File: src/rtl/hls_core_run_ctrl.sv
// Run controller for one HLS core: sequences ap_start/ap_ready/ap_done for N invocations,
// holds completion until snooped AXI traffic retires, and reports elapsed cycles and status.
module hls_core_run_ctrl #(
  parameter int CYCLE_W        = 32,
  parameter int ITER_W         = 16,
  parameter int OUTST_W        = 8,
  parameter int TIMEOUT_CYCLES = 0
) (
  input  logic               ap_clk,
  input  logic               ap_rst_n,
  input  logic               cmd_valid,
  output logic               cmd_ready,
  input  logic [ITER_W-1:0]  cmd_iters,
  output logic               rsp_valid,
  input  logic               rsp_ready,
  output logic [CYCLE_W-1:0] rsp_cycles,
  output logic [1:0]         rsp_status,
  output logic               core_ap_start,
  input  logic               core_ap_ready,
  input  logic               core_ap_done,
  output logic               core_rst_n,
  input  logic               mon_awvalid,
  input  logic               mon_awready,
  input  logic               mon_arvalid,
  input  logic               mon_arready,
  input  logic               mon_rvalid,
  input  logic               mon_rready,
  input  logic               mon_rlast,
  input  logic               mon_bvalid,
  input  logic               mon_bready,
  input  logic [1:0]         mon_rresp,
  input  logic [1:0]         mon_bresp
);

  typedef enum logic [2:0] {IDLE, START, RUN, DRAIN, RESP, RECOVER} state_t;

  localparam logic [1:0]         ST_OK       = 2'b00;
  localparam logic [1:0]         ST_TIMEOUT  = 2'b01;
  localparam logic [1:0]         ST_BUS_ERR  = 2'b10;
  localparam logic [CYCLE_W-1:0] TIMEOUT_LIM = CYCLE_W'(TIMEOUT_CYCLES);

  function automatic logic [CYCLE_W-1:0] sat_inc(input logic [CYCLE_W-1:0] val);
    return (&val) ? val : val + 1'b1;
  endfunction

  // Saturating up/down counter; a simultaneous issue and retire cancel out.
  function automatic logic [OUTST_W-1:0] outst_next(input logic [OUTST_W-1:0] cnt,
                                                     input logic inc, input logic dec);
    logic [OUTST_W-1:0] res;
    res = cnt;
    if (inc && !dec && !(&cnt))
      res = cnt + 1'b1;
    else if (dec && !inc && (cnt != '0))
      res = cnt - 1'b1;
    return res;
  endfunction

  state_t             state;
  logic [ITER_W-1:0]  remaining;
  logic [CYCLE_W-1:0] cycles;
  logic [CYCLE_W-1:0] cycles_inc;
  logic [OUTST_W-1:0] wr_outst;
  logic [OUTST_W-1:0] rd_outst;
  logic [1:0]         rec_cnt;
  logic [1:0]         status_q;
  logic               err;
  logic               rsp_valid_q;
  logic               ap_start_q;
  logic               aw_hs, ar_hs, b_hs, r_hs, rlast_hs;
  logic               err_evt, timeout_hit, last_iter, drained;
  logic               unused_resp_lsbs;

  assign aw_hs            = mon_awvalid && mon_awready;
  assign ar_hs            = mon_arvalid && mon_arready;
  assign b_hs             = mon_bvalid && mon_bready;
  assign r_hs             = mon_rvalid && mon_rready;
  assign rlast_hs         = r_hs && mon_rlast;
  assign err_evt          = (b_hs && mon_bresp[1]) || (r_hs && mon_rresp[1]);
  assign unused_resp_lsbs = mon_bresp[0] ^ mon_rresp[0];
  assign cycles_inc       = sat_inc(cycles);
  // The watchdog fires on the edge where the counter reaches the limit.
  assign timeout_hit      = (TIMEOUT_CYCLES != 0) && (cycles_inc == TIMEOUT_LIM);
  assign last_iter        = (remaining == ITER_W'(1));
  assign drained          = (wr_outst == '0) && (rd_outst == '0);

  assign cmd_ready     = ap_rst_n && (state == IDLE);
  assign rsp_valid     = ap_rst_n && rsp_valid_q;
  assign core_ap_start = ap_rst_n && ap_start_q;
  assign core_rst_n    = ap_rst_n && (state != RECOVER);
  assign rsp_cycles    = cycles;
  assign rsp_status    = status_q;

  always_ff @(posedge ap_clk) begin
    if (!ap_rst_n) begin
      state       <= IDLE;
      remaining   <= '0;
      cycles      <= '0;
      wr_outst    <= '0;
      rd_outst    <= '0;
      rec_cnt     <= '0;
      status_q    <= ST_OK;
      err         <= 1'b0;
      rsp_valid_q <= 1'b0;
      ap_start_q  <= 1'b0;
    end else begin
      wr_outst <= (state == RECOVER) ? '0 : outst_next(wr_outst, aw_hs, b_hs);
      rd_outst <= (state == RECOVER) ? '0 : outst_next(rd_outst, ar_hs, rlast_hs);
      if (state != IDLE && err_evt)
        err <= 1'b1;

      case (state)
        IDLE: begin
          if (cmd_valid) begin
            remaining  <= (cmd_iters == '0) ? ITER_W'(1) : cmd_iters;
            cycles     <= '0;
            err        <= 1'b0;
            ap_start_q <= 1'b1;
            state      <= START;
          end
        end
        START: begin
          cycles <= cycles_inc;
          if (timeout_hit) begin
            ap_start_q <= 1'b0;
            rec_cnt    <= '0;
            state      <= RECOVER;
          end else if (core_ap_ready) begin
            if (!core_ap_done) begin
              ap_start_q <= 1'b0;
              state      <= RUN;
            end else if (last_iter) begin
              ap_start_q <= 1'b0;
              state      <= DRAIN;
            end else begin
              remaining  <= remaining - 1'b1;
              ap_start_q <= 1'b1;
              state      <= START;
            end
          end
        end
        RUN: begin
          cycles <= cycles_inc;
          if (timeout_hit) begin
            rec_cnt <= '0;
            state   <= RECOVER;
          end else if (core_ap_done) begin
            if (last_iter) begin
              state <= DRAIN;
            end else begin
              remaining  <= remaining - 1'b1;
              ap_start_q <= 1'b1;
              state      <= START;
            end
          end
        end
        DRAIN: begin
          cycles <= cycles_inc;
          if (timeout_hit) begin
            rec_cnt <= '0;
            state   <= RECOVER;
          end else if (drained) begin
            rsp_valid_q <= 1'b1;
            status_q    <= (err || err_evt) ? ST_BUS_ERR : ST_OK;
            state       <= RESP;
          end
        end
        RECOVER: begin
          cycles <= cycles_inc;
          if (rec_cnt == 2'd3) begin
            rsp_valid_q <= 1'b1;
            status_q    <= ST_TIMEOUT;
            state       <= RESP;
          end else begin
            rec_cnt <= rec_cnt + 1'b1;
          end
        end
        RESP: begin
          if (rsp_ready) begin
            rsp_valid_q <= 1'b0;
            state       <= IDLE;
          end
        end
        default: state <= IDLE;
      endcase
    end
  end

endmodule

File: config.mk
export PLATFORM = sky130hd
export DESIGN_NAME = hls_core_run_ctrl
export DESIGN_NICKNAME = d
export VERILOG_FILES = /design/src/rtl/hls_core_run_ctrl.sv
export SDC_FILE = /design/constraint.sdc
export NUM_CORES = 1
export LEC_CHECK = 0
export ABC_CLOCK_PERIOD_IN_PS = 4500
export CAP_MARGIN = 5
export CORE_MARGIN = 2
export CORE_UTILIZATION = 58
export DETAILED_ROUTE_END_ITERATION = 8
export PLACE_DENSITY_LB_ADDON = 0.25
export REMOVE_ABC_BUFFERS = 1
export SLEW_MARGIN = 20
export SYNTH_ARGS = -nofsm -noshare
export SYNTH_HDL_FRONTEND = slang
export SYNTH_SLANG_ARGS = --single-unit
File: constraint.sdc
create_clock -name ap_clk -period 4.5 [get_ports ap_clk]
set_input_delay 1.35 -clock ap_clk [delete_from_list [all_inputs] [get_ports ap_clk]]
set_output_delay 1.35 -clock ap_clk [all_outputs]
set_load 0.05 [all_outputs]
==> results of run 1 <==
metal layers:
| metal | up-vias | share of wire, % | GRT usage (%) |
|---|---|---|---|
| met5 | - | 0 | 0 |
| met4 | 0 | 1.1 | 6.19 |
| met3 | 15 | 6.0 | 4.76 |
| met2 | 164 | 50 | 46.8 |
| met1 | 2080 | 43 | 34.0 |
| li1 | 2130 | - | - |
cells in the final DEF, fill, tap and decap left out, drive strengths merged, types with 12 or more instances in the layout:
master         count
o21ai             20
inv               12
or3               12
xor2              21
dfxtp             74
ha                16
nand4             17
nand3             25
xnor2             14
nand2             46
a21oi             41
clkdlybuf4s50     66
nor2              67
nor4              12
power by group:
part | internal, mW | switching (mW)
sequential | 0.723 | 0.0886
clock | 0.380 | 0.247
combinational | 0.296 | 0.394
kinds of logic after synthesis:
kind of cell / Yosys count / synth area share [%]
muxes: 12 / 2.86
AOI/OAI and AO/OA: 131 / 20.3
adders and majority gates: 18 / 5.49
and+or+nand+nor: 232 / 27.2
xor gates and xnor gates: 35 / 7.00
buffers and inverters: 35 / 3.37
DFF: 74 / 33.8
worst max-delay path: stages:
cell and delay [ns]:
clkdlybuf4s50_1 0.56, clkinv_1 0.11, nor4_1 0.19, buf_4 0.18, buf_12 0.13
through the flow:
stage                     std cells  worst slack [ns]  util, %  power [mW]  setup TNS [ns]
after floorplan                 516           -0.0137        -        1.31         -0.0137
after global placement          692             0.486     71.3        1.47               0
after detailed placement        692             0.416     71.3        1.50               0
after CTS                       707             0.619     74.6        2.13               0
after global routing            707             0.471     74.6        2.25               0
final                           707             0.631     74.6        2.13               0
final cells by class:
cell class / count / area, µm²
multi-input combinational: 428 / 2750
fill: 585 / 1850
sequential: 74 / 1480
timing repair buffer: 77 / 793
clock buffer: 10 / 138
tap: 99 / 124
clock inverter: 5 / 103
inverter: 14 / 52.6
sequential cells by signal, summed over array words and instances (netlist names):
register     cells
ap_start_q       1
err              1
rd_outst         8
rec_cnt          2
remaining       16
rsp_cycles      32
rsp_status       2
rsp_valid_q      1
state            3
wr_outst         8
how the worst max path moves through the flow:
stage	cells past startpoint	start	slack, ns	endpoint
after CTS	5	ap_rst_n	0.62	cmd_ready
after floorplan	2	ap_rst_n	-0.01	cmd_ready
after global placement	10	mon_bvalid	0.49	wr_outst[7]$_SDFFE_PN0P_
after detailed placement	10	mon_bready	0.42	wr_outst[7]$_SDFFE_PN0P_
final	5	ap_rst_n	0.63	cmd_ready
after global routing	10	mon_bready	0.47	wr_outst[7]$_SDFFE_PN0P_
==> flow_metrics.env, run 1 <==
export IMPL_status="complete, no violations"
export IMPL_num_vias=4389
export IMPL_finalWirelength_um=11000
export IMPL_synth_area_leaders="dfxtp_1, nor2_1, a21oi_1, ha_1, xor2_1"
export IMPL_antenna_cells=0
export IMPL_clk_pin_slew_worst_paths_ns=0.08
export IMPL_min_path_cells=2
export IMPL_clk_latency_ns=0.35
export IMPL_clockBufferDepth=2
export IMPL_placed_cell_area_um2=5200
export IMPL_async_flop_share_pct=0
export IMPL_nets=657
export IMPL_end_kind="output port"
export IMPL_antenna_found_initial=0
export IMPL_yosysTopAreaCellShare_pct=33.8
export IMPL_die_area_um2=8260
export IMPL_power_density_nw_per_um2=391
export IMPL_grt_pass1_wl_um=18500
export IMPL_chipWidth_um=90.9
export IMPL_ff2ff_setup_slack_ns=1.46
export IMPL_fmax_mhz=258
export IMPL_hold_viol=0
export IMPL_ant_nets=0
export IMPL_ys_top_cells_by_count="dfxtp_1, nor2_1, nand2_1"
export IMPL_ir_drop_mv=0.310
export IMPL_synth_largest_area_cell="dfxtp_1"
export IMPL_synth_seq_area_share_pct=33.8
export IMPL_drcViolationCount=0
export IMPL_boundaryPins=73
export IMPL_netlist_area_um2=4380
export IMPL_post_cts_resized=0
export IMPL_worst_slew_pin_slew_ns=1.06
export IMPL_first_pass_iters=5
export IMPL_slew_viol_final=0
export IMPL_cp_data_arrival_time_ns=2.52
export IMPL_r2r_end="wr_outst[7]$_SDFFE_PN0P_"
export IMPL_post_cts_setup_buffers=0
export IMPL_fin_crit_sh_pct=86.0
export IMPL_r2r_cells=9
export IMPL_drv_cap=0
export IMPL_slew_limit_headroom_pct=29.6
export IMPL_period_minus_slack_ns=3.87
export IMPL_initial_core_util_pct=60.0
export IMPL_drtIter0Drc=318
export IMPL_critPathKind="primary input to output port"
export IMPL_yosysMostFrequentCell="dfxtp_1"
export IMPL_clock_skew_ns=0.0129
export IMPL_cts_hold_buffers=0
export IMPL_synth_edf_count=0
export IMPL_dp_hpwl_um=8000
export IMPL_critical_path_max_fanout=4
export IMPL_holdWs_ns=0.485
export IMPL_start_kind="primary input"
export IMPL_ys_ff_latch=74
export IMPL_stdcell_area_um2=5440
export IMPL_synth_cells=537
export IMPL_leakage_nw=2.00
export IMPL_cts_sinks=74
export IMPL_rows=31
export IMPL_syn_area_per_cell_um2=8.15
export IMPL_area_delta_synth_final_pct=24.3
export IMPL_h_tree_depth=3
export IMPL_grt_max_degree=30
export IMPL_hold_path_end="ap_start_q$_SDFFE_PN0P_"
export IMPL_coreArea_um2=7290
export IMPL_grt_util_all_layers_pct=26.6
export IMPL_wl_per_cell_um=15.6
export IMPL_avgViaCountPerCell=6.21
export IMPL_grt_pass1_vias=4053
export IMPL_hp_class="register to register"
export IMPL_rsz0062_at_grt="false"
export IMPL_worstReg2RegStart="wr_outst[0]$_SDFFE_PN0P_"
export IMPL_cts_buffers=9
export IMPL_gp_congestion=0.870
export IMPL_root_buffer="clkbuf_8"
export IMPL_drive_above_1_share_pct=6.09
export IMPL_crit_required_ns=3.15
export IMPL_synth_cell_types=68
export IMPL_grt_overflow_total=0
export IMPL_dieHeight_um=90.9
export IMPL_hold_path_startpoint="ap_start_q$_SDFFE_PN0P_"
export IMPL_synth_main_ff_cell="dfxtp_1"
export IMPL_place_port_buffers=70
export IMPL_setup_viol=0
export IMPL_cts_tree="done"
export IMPL_yosysWarnings=0
Power figures use the tool's default switching activity.
==> inputs of run 2 (changes only) <==
Settings changed: SLEW_MARGIN 20 to 40.
==> flow_metrics.env, run 2 (synthesis results as in run 1) <==
export IMPL_status="complete, no violations"
export IMPL_end_kind="output port"
export IMPL_root_buffer="clkbuf_8"
export IMPL_coreArea_um2=7290
export IMPL_finalWirelength_um=11000
export IMPL_clockBufferDepth=2
export IMPL_switching_share_pct=34.3
export IMPL_grt_pass1_wl_um=18500
export IMPL_critPathKind="primary input to output port"
export IMPL_clk_pin_slew_worst_paths_ns=0.07
export IMPL_fin_crit_sh_pct=86.6
export IMPL_grt_pass1_vias=4107
export IMPL_setup_viol=0
export IMPL_dp_hpwl_um=8010
export IMPL_dieHeight_um=90.9
export IMPL_area_delta_synth_final_pct=24.4
export IMPL_crit_path_top_delay_cell="clkdlybuf4s50_1"
export IMPL_drtIter0Drc=349
export IMPL_final_common_cell="dfxtp_1"
export IMPL_groute_layer_met2_usage_pct=46.3
export IMPL_place_port_buffers=70
export IMPL_combPwrFrac_pct=32.3
export IMPL_grt_max_degree=30
export IMPL_critPathMaxStageDelay_ns=0.50
export IMPL_switchingPower_uw=731
export IMPL_die_area_um2=8260
export IMPL_hold_viol=0
export IMPL_dp_cells=692
export IMPL_holdWs_ns=0.489
export IMPL_grt_overflow_total=0
export IMPL_met3_usage_pct=6.01
export IMPL_wl_per_cell_um=15.6
export IMPL_cts_hold_buffers=0
export IMPL_fmax_mhz=257
export IMPL_worst_slew_pin_slew_ns=0.744
export IMPL_hp_class="register to register"
export IMPL_gp_congestion=0.870
export IMPL_clock_skew_ns=0.0109
export IMPL_rsz0062_at_grt="false"
export IMPL_grt_util_all_layers_pct=26.8
export IMPL_largest_register_ffs=32
export IMPL_slew_limit_headroom_pct=50.3
export IMPL_initial_core_util_pct=60.0
export IMPL_post_cts_resized=0
export IMPL_rows=31
export IMPL_grt_use_met1_pct=33.5
export IMPL_clk_latency_ns=0.35
export IMPL_p_clk_share_pct=29.6
export IMPL_drive_above_1_share_pct=6.09
export IMPL_period_minus_slack_ns=3.89
export IMPL_crit_required_ns=3.15
export IMPL_start_kind="primary input"
export IMPL_chipWidth_um=90.9
export IMPL_antenna_cells=0
export IMPL_drcViolationCount=0
export IMPL_num_vias=4387
export IMPL_first_pass_iters=5
export IMPL_antenna_found_initial=0
export IMPL_cts_sinks=74
export IMPL_h_tree_depth=3
export IMPL_ir_drop_mv=0.264
export IMPL_leakage_nw=2.00
export IMPL_drv_cap=0
export IMPL_critical_path_max_fanout=8
export IMPL_final_cell_mix="dfxtp_1, nor2_1, clkdlybuf4s50_1, nand2_1, a21oi_1"
export IMPL_cts_buffers=9
export IMPL_slew_viol_final=0
export IMPL_finalNonFillerCells=707
export IMPL_cts_tree="done"
export IMPL_busiest_layer="met2"
export IMPL_p_seq_share_pct=38.1
export IMPL_cp_data_arrival_time_ns=2.54
export IMPL_avgViaCountPerCell=6.21
export IMPL_ant_nets=0
export IMPL_power_density_nw_per_um2=391
export IMPL_nets=657
export IMPL_internal_power_mw=1.40
export IMPL_fin_setup_tns_ns=0
export IMPL_path_cells="clkdlybuf4s50_1 > nand2_1 > clkinv_1 > buf_12"
export IMPL_boundaryPins=73
export IMPL_post_cts_setup_buffers=0
run 2: path summary, 6_finish.rpt:
path	start	to	slack, ns	cells after the start
setup / recovery	ap_rst_n	core_rst_n	0.61	4
hold / removal	rec_cnt[1]$_SDFFE_PN0P_	rec_cnt[1]$_SDFFE_PN0P_	0.49	2
setup reg to reg	wr_outst[0]$_SDFFE_PN0P_	wr_outst[7]$_SDFFE_PN0P_	1.51	9
hold reg to reg	rec_cnt[1]$_SDFFE_PN0P_	rec_cnt[1]$_SDFFE_PN0P_	0.49	2
run 2: final cells by class:
type,instances,area [µm²]
clock buffer,10,138
sequential,74,1480
fill,581,1840
inverter,14,52.6
clock inverter,5,103
tap,99,124
timing repair buffer,77,793
multi-input combinational,428,2760
run 2: metal layers:
layer | up-vias | wire [µm]
met3 | 21 | 596
met5 | - | 0
li1 | 2132 | -
met4 | 0 | 189
met1 | 2095 | 4780
met2 | 139 | 5460
run 2: metrics by stage:
stage	total power, mW	cell area [µm²]	utilization [%]	setup WS [ns]
global placement	1.47	5200	71.3	0.486
floorplan	1.31	4280	-	-0.0137
CTS	2.13	5450	74.7	0.627
detailed placement	1.50	5210	71.4	0.417
finish	2.13	5450	74.7	0.605
global route	2.25	5450	74.7	0.495
run 2: worst max-delay path: cells and delay by family:
kind | cells | cell delay [ns]
buf+inv | 3 | 1.03
simple gates | 1 | 0.15
run 2: power groups by stage:
stage | clock network (mW) | logic, mW | registers, mW
CTS | 0.635 | 0.685 | 0.808
finish | 0.630 | 0.689 | 0.811
detailed placement | 0 | 0.680 | 0.822
global route | 0.668 | 0.764 | 0.821
global placement | 0 | 0.651 | 0.816
floorplan | 0 | 0.504 | 0.806
==> inputs of run 3 (changes only) <==
Settings changed: CORE_ASPECT_RATIO set to 1.1, SETUP_SLACK_MARGIN set to 0.4.
==> flow_metrics.env, run 3 (synthesis results as in run 1) <==
export IMPL_hold_path_startpoint="rec_cnt[1]$_SDFFE_PN0P_"
export IMPL_cts_hold_buffers=0
export IMPL_avgViaCountPerCell=6.29
export IMPL_drcViolationCount=0
export IMPL_period_minus_slack_ns=3.87
export IMPL_holdWs_ns=0.489
export IMPL_initial_core_util_pct=59.2
export IMPL_cts_tree="done"
export IMPL_antenna_cells=0
export IMPL_critical_path_max_fanout=3
export IMPL_cts_sinks=74
export IMPL_finalWirelength_um=10800
export IMPL_fmax_mhz=259
export IMPL_worst_slew_pin_slew_ns=0.781
export IMPL_rsz0062_at_grt="false"
export IMPL_cp_data_arrival_time_ns=2.52
export IMPL_nets=655
export IMPL_grt_pass1_vias=4063
export IMPL_drtIter0Drc=285
export IMPL_area_delta_synth_final_pct=23.1
export IMPL_die_area_um2=8260
export IMPL_coreArea_um2=7390
export IMPL_grt_util_all_layers_pct=27.7
export IMPL_status="complete, no violations"
export IMPL_final_cell_mix="dfxtp_1, nor2_1, clkdlybuf4s50_1, nand2_1, a21oi_1"
export IMPL_clk_latency_ns=0.35
export IMPL_final_common_cell="dfxtp_1"
export IMPL_drv_cap=0
export IMPL_boundaryPins=73
export IMPL_critPathKind="primary input to output port"
export IMPL_ir_drop_mv=0.240
export IMPL_stdcell_area_um2=5390
export IMPL_crit_required_ns=3.15
export IMPL_path_cells="clkdlybuf4s50_1 > clkinv_1 > nor4_2 > buf_12"
export IMPL_dp_hpwl_um=7690
export IMPL_grt_overflow_total=0
export IMPL_rows=33
export IMPL_nFillCells=563
export IMPL_leakage_nw=1.98
export IMPL_crit_family="buffers and inverters"
export IMPL_slew_limit_headroom_pct=47.9
export IMPL_groute_layer_met2_usage_pct=46.9
export IMPL_h_tree_depth=3
export IMPL_worstReg2RegStart="wr_outst[0]$_SDFFE_PN0P_"
export IMPL_clock_skew_ns=0.00917
export IMPL_clockBufferDepth=2
export IMPL_hp_class="register to register"
export IMPL_wl_per_cell_um=15.5
export IMPL_end_kind="output port"
export IMPL_dieHeight_um=95.1
export IMPL_crit_path_top_delay_cell="clkdlybuf4s50_1"
export IMPL_clk_pin_slew_worst_paths_ns=0.07
export IMPL_grt_pass1_wl_um=18400
export IMPL_first_pass_iters=5
export IMPL_start_kind="primary input"
export IMPL_root_buffer="clkbuf_8"
export IMPL_final_core_util_pct=72.9
export IMPL_largest_register_ffs=32
export IMPL_place_port_buffers=70
export IMPL_gp_congestion=0.870
export IMPL_power_density_nw_per_um2=381
export IMPL_startpoint="ap_rst_n"
export IMPL_ant_nets=0
export IMPL_num_vias=4360
export IMPL_grt_use_met1_pct=34.6
export IMPL_busiest_layer="met2"
export IMPL_hold_viol=0
export IMPL_crit_buf_inv=3
export IMPL_drive_above_1_share_pct=5.94
export IMPL_met3_usage_pct=4.50
export IMPL_cts_buffers=9
export IMPL_antenna_found_initial=0
export IMPL_slew_viol_final=0
export IMPL_chipWidth_um=86.8
export IMPL_fin_crit_sh_pct=85.9
export IMPL_critPathMaxStageDelay_ns=0.52
export IMPL_p_total_mw=2.05
export IMPL_setup_viol=0
export IMPL_grt_max_degree=30
export IMPL_placed_cell_area_um2=5180
-- run 3: layer usage --
metal | wire length (µm) | share of wire (%)
met4 | 251 | 2.3
met5 | 0 | 0
met1 | 4650 | 43
met3 | 580 | 5.4
met2 | 5290 | 49
-- run 3: final cells by class --
class	instances	area, µm²	share of cell area [%]
clock buffers	9	124	2.30
clock inverters	6	82.6	1.53
inverters	14	52.6	0.975
multi-input cells	428	2760	51.3
flip-flops and latches	74	1480	27.5
well taps	87	109	2.02
repair buffers	75	778	14.4
-- run 3: worst paths after layout --
| path | slack (ns) | depth (start not counted) | endpoint |
|---|---|---|---|
| min reg2reg | 0.49 | 2 | rec_cnt[1]$_SDFFE_PN0P_ |
| max reg2reg | 1.60 | 9 | wr_outst[7]$_SDFFE_PN0P_ |
| min | 0.49 | 2 | rec_cnt[1]$_SDFFE_PN0P_ |
| max | 0.63 | 4 | cmd_ready |
-- run 3: power by group --
part | leakage, nW | internal, mW | switching (mW)
Sequential | 0.603 | 0.723 | 0.0874
Clock | 0.105 | 0.306 | 0.250
Combinational | 1.27 | 0.297 | 0.389
-- run 3: repair_timing --
action | in CTS | in global routing
resized for setup | 0 | 2
setup buffers | 0 | 0
setup endpoints to repair | 0 | 2
-- run 3: stage by stage --
stage | setup WS [ns] | TNS (ns) | cells
2_1_floorplan | -0.0137 | -0.0137 | 516
3_3_place_gp | 0.444 | 0 | 678
3_5_place_dp | 0.382 | 0 | 678
4_1_cts | 0.429 | 0 | 693
5_1_grt | 0.476 | 0 | 693
6_report | 0.633 | 0 | 693
-- run 3: worst reg2reg max path, stage by stage, from the launching register on --
cell,delay (ns)
dfxtp_1,0.44
nand4_1,0.13
o2111ai_1,0.66
ha_1,0.37
a21oi_1,0.19
o21ai_0,0.12
a2111oi_1,0.45
o21bai_1,0.17
a21o_1,0.18
a21oi_1,0.13
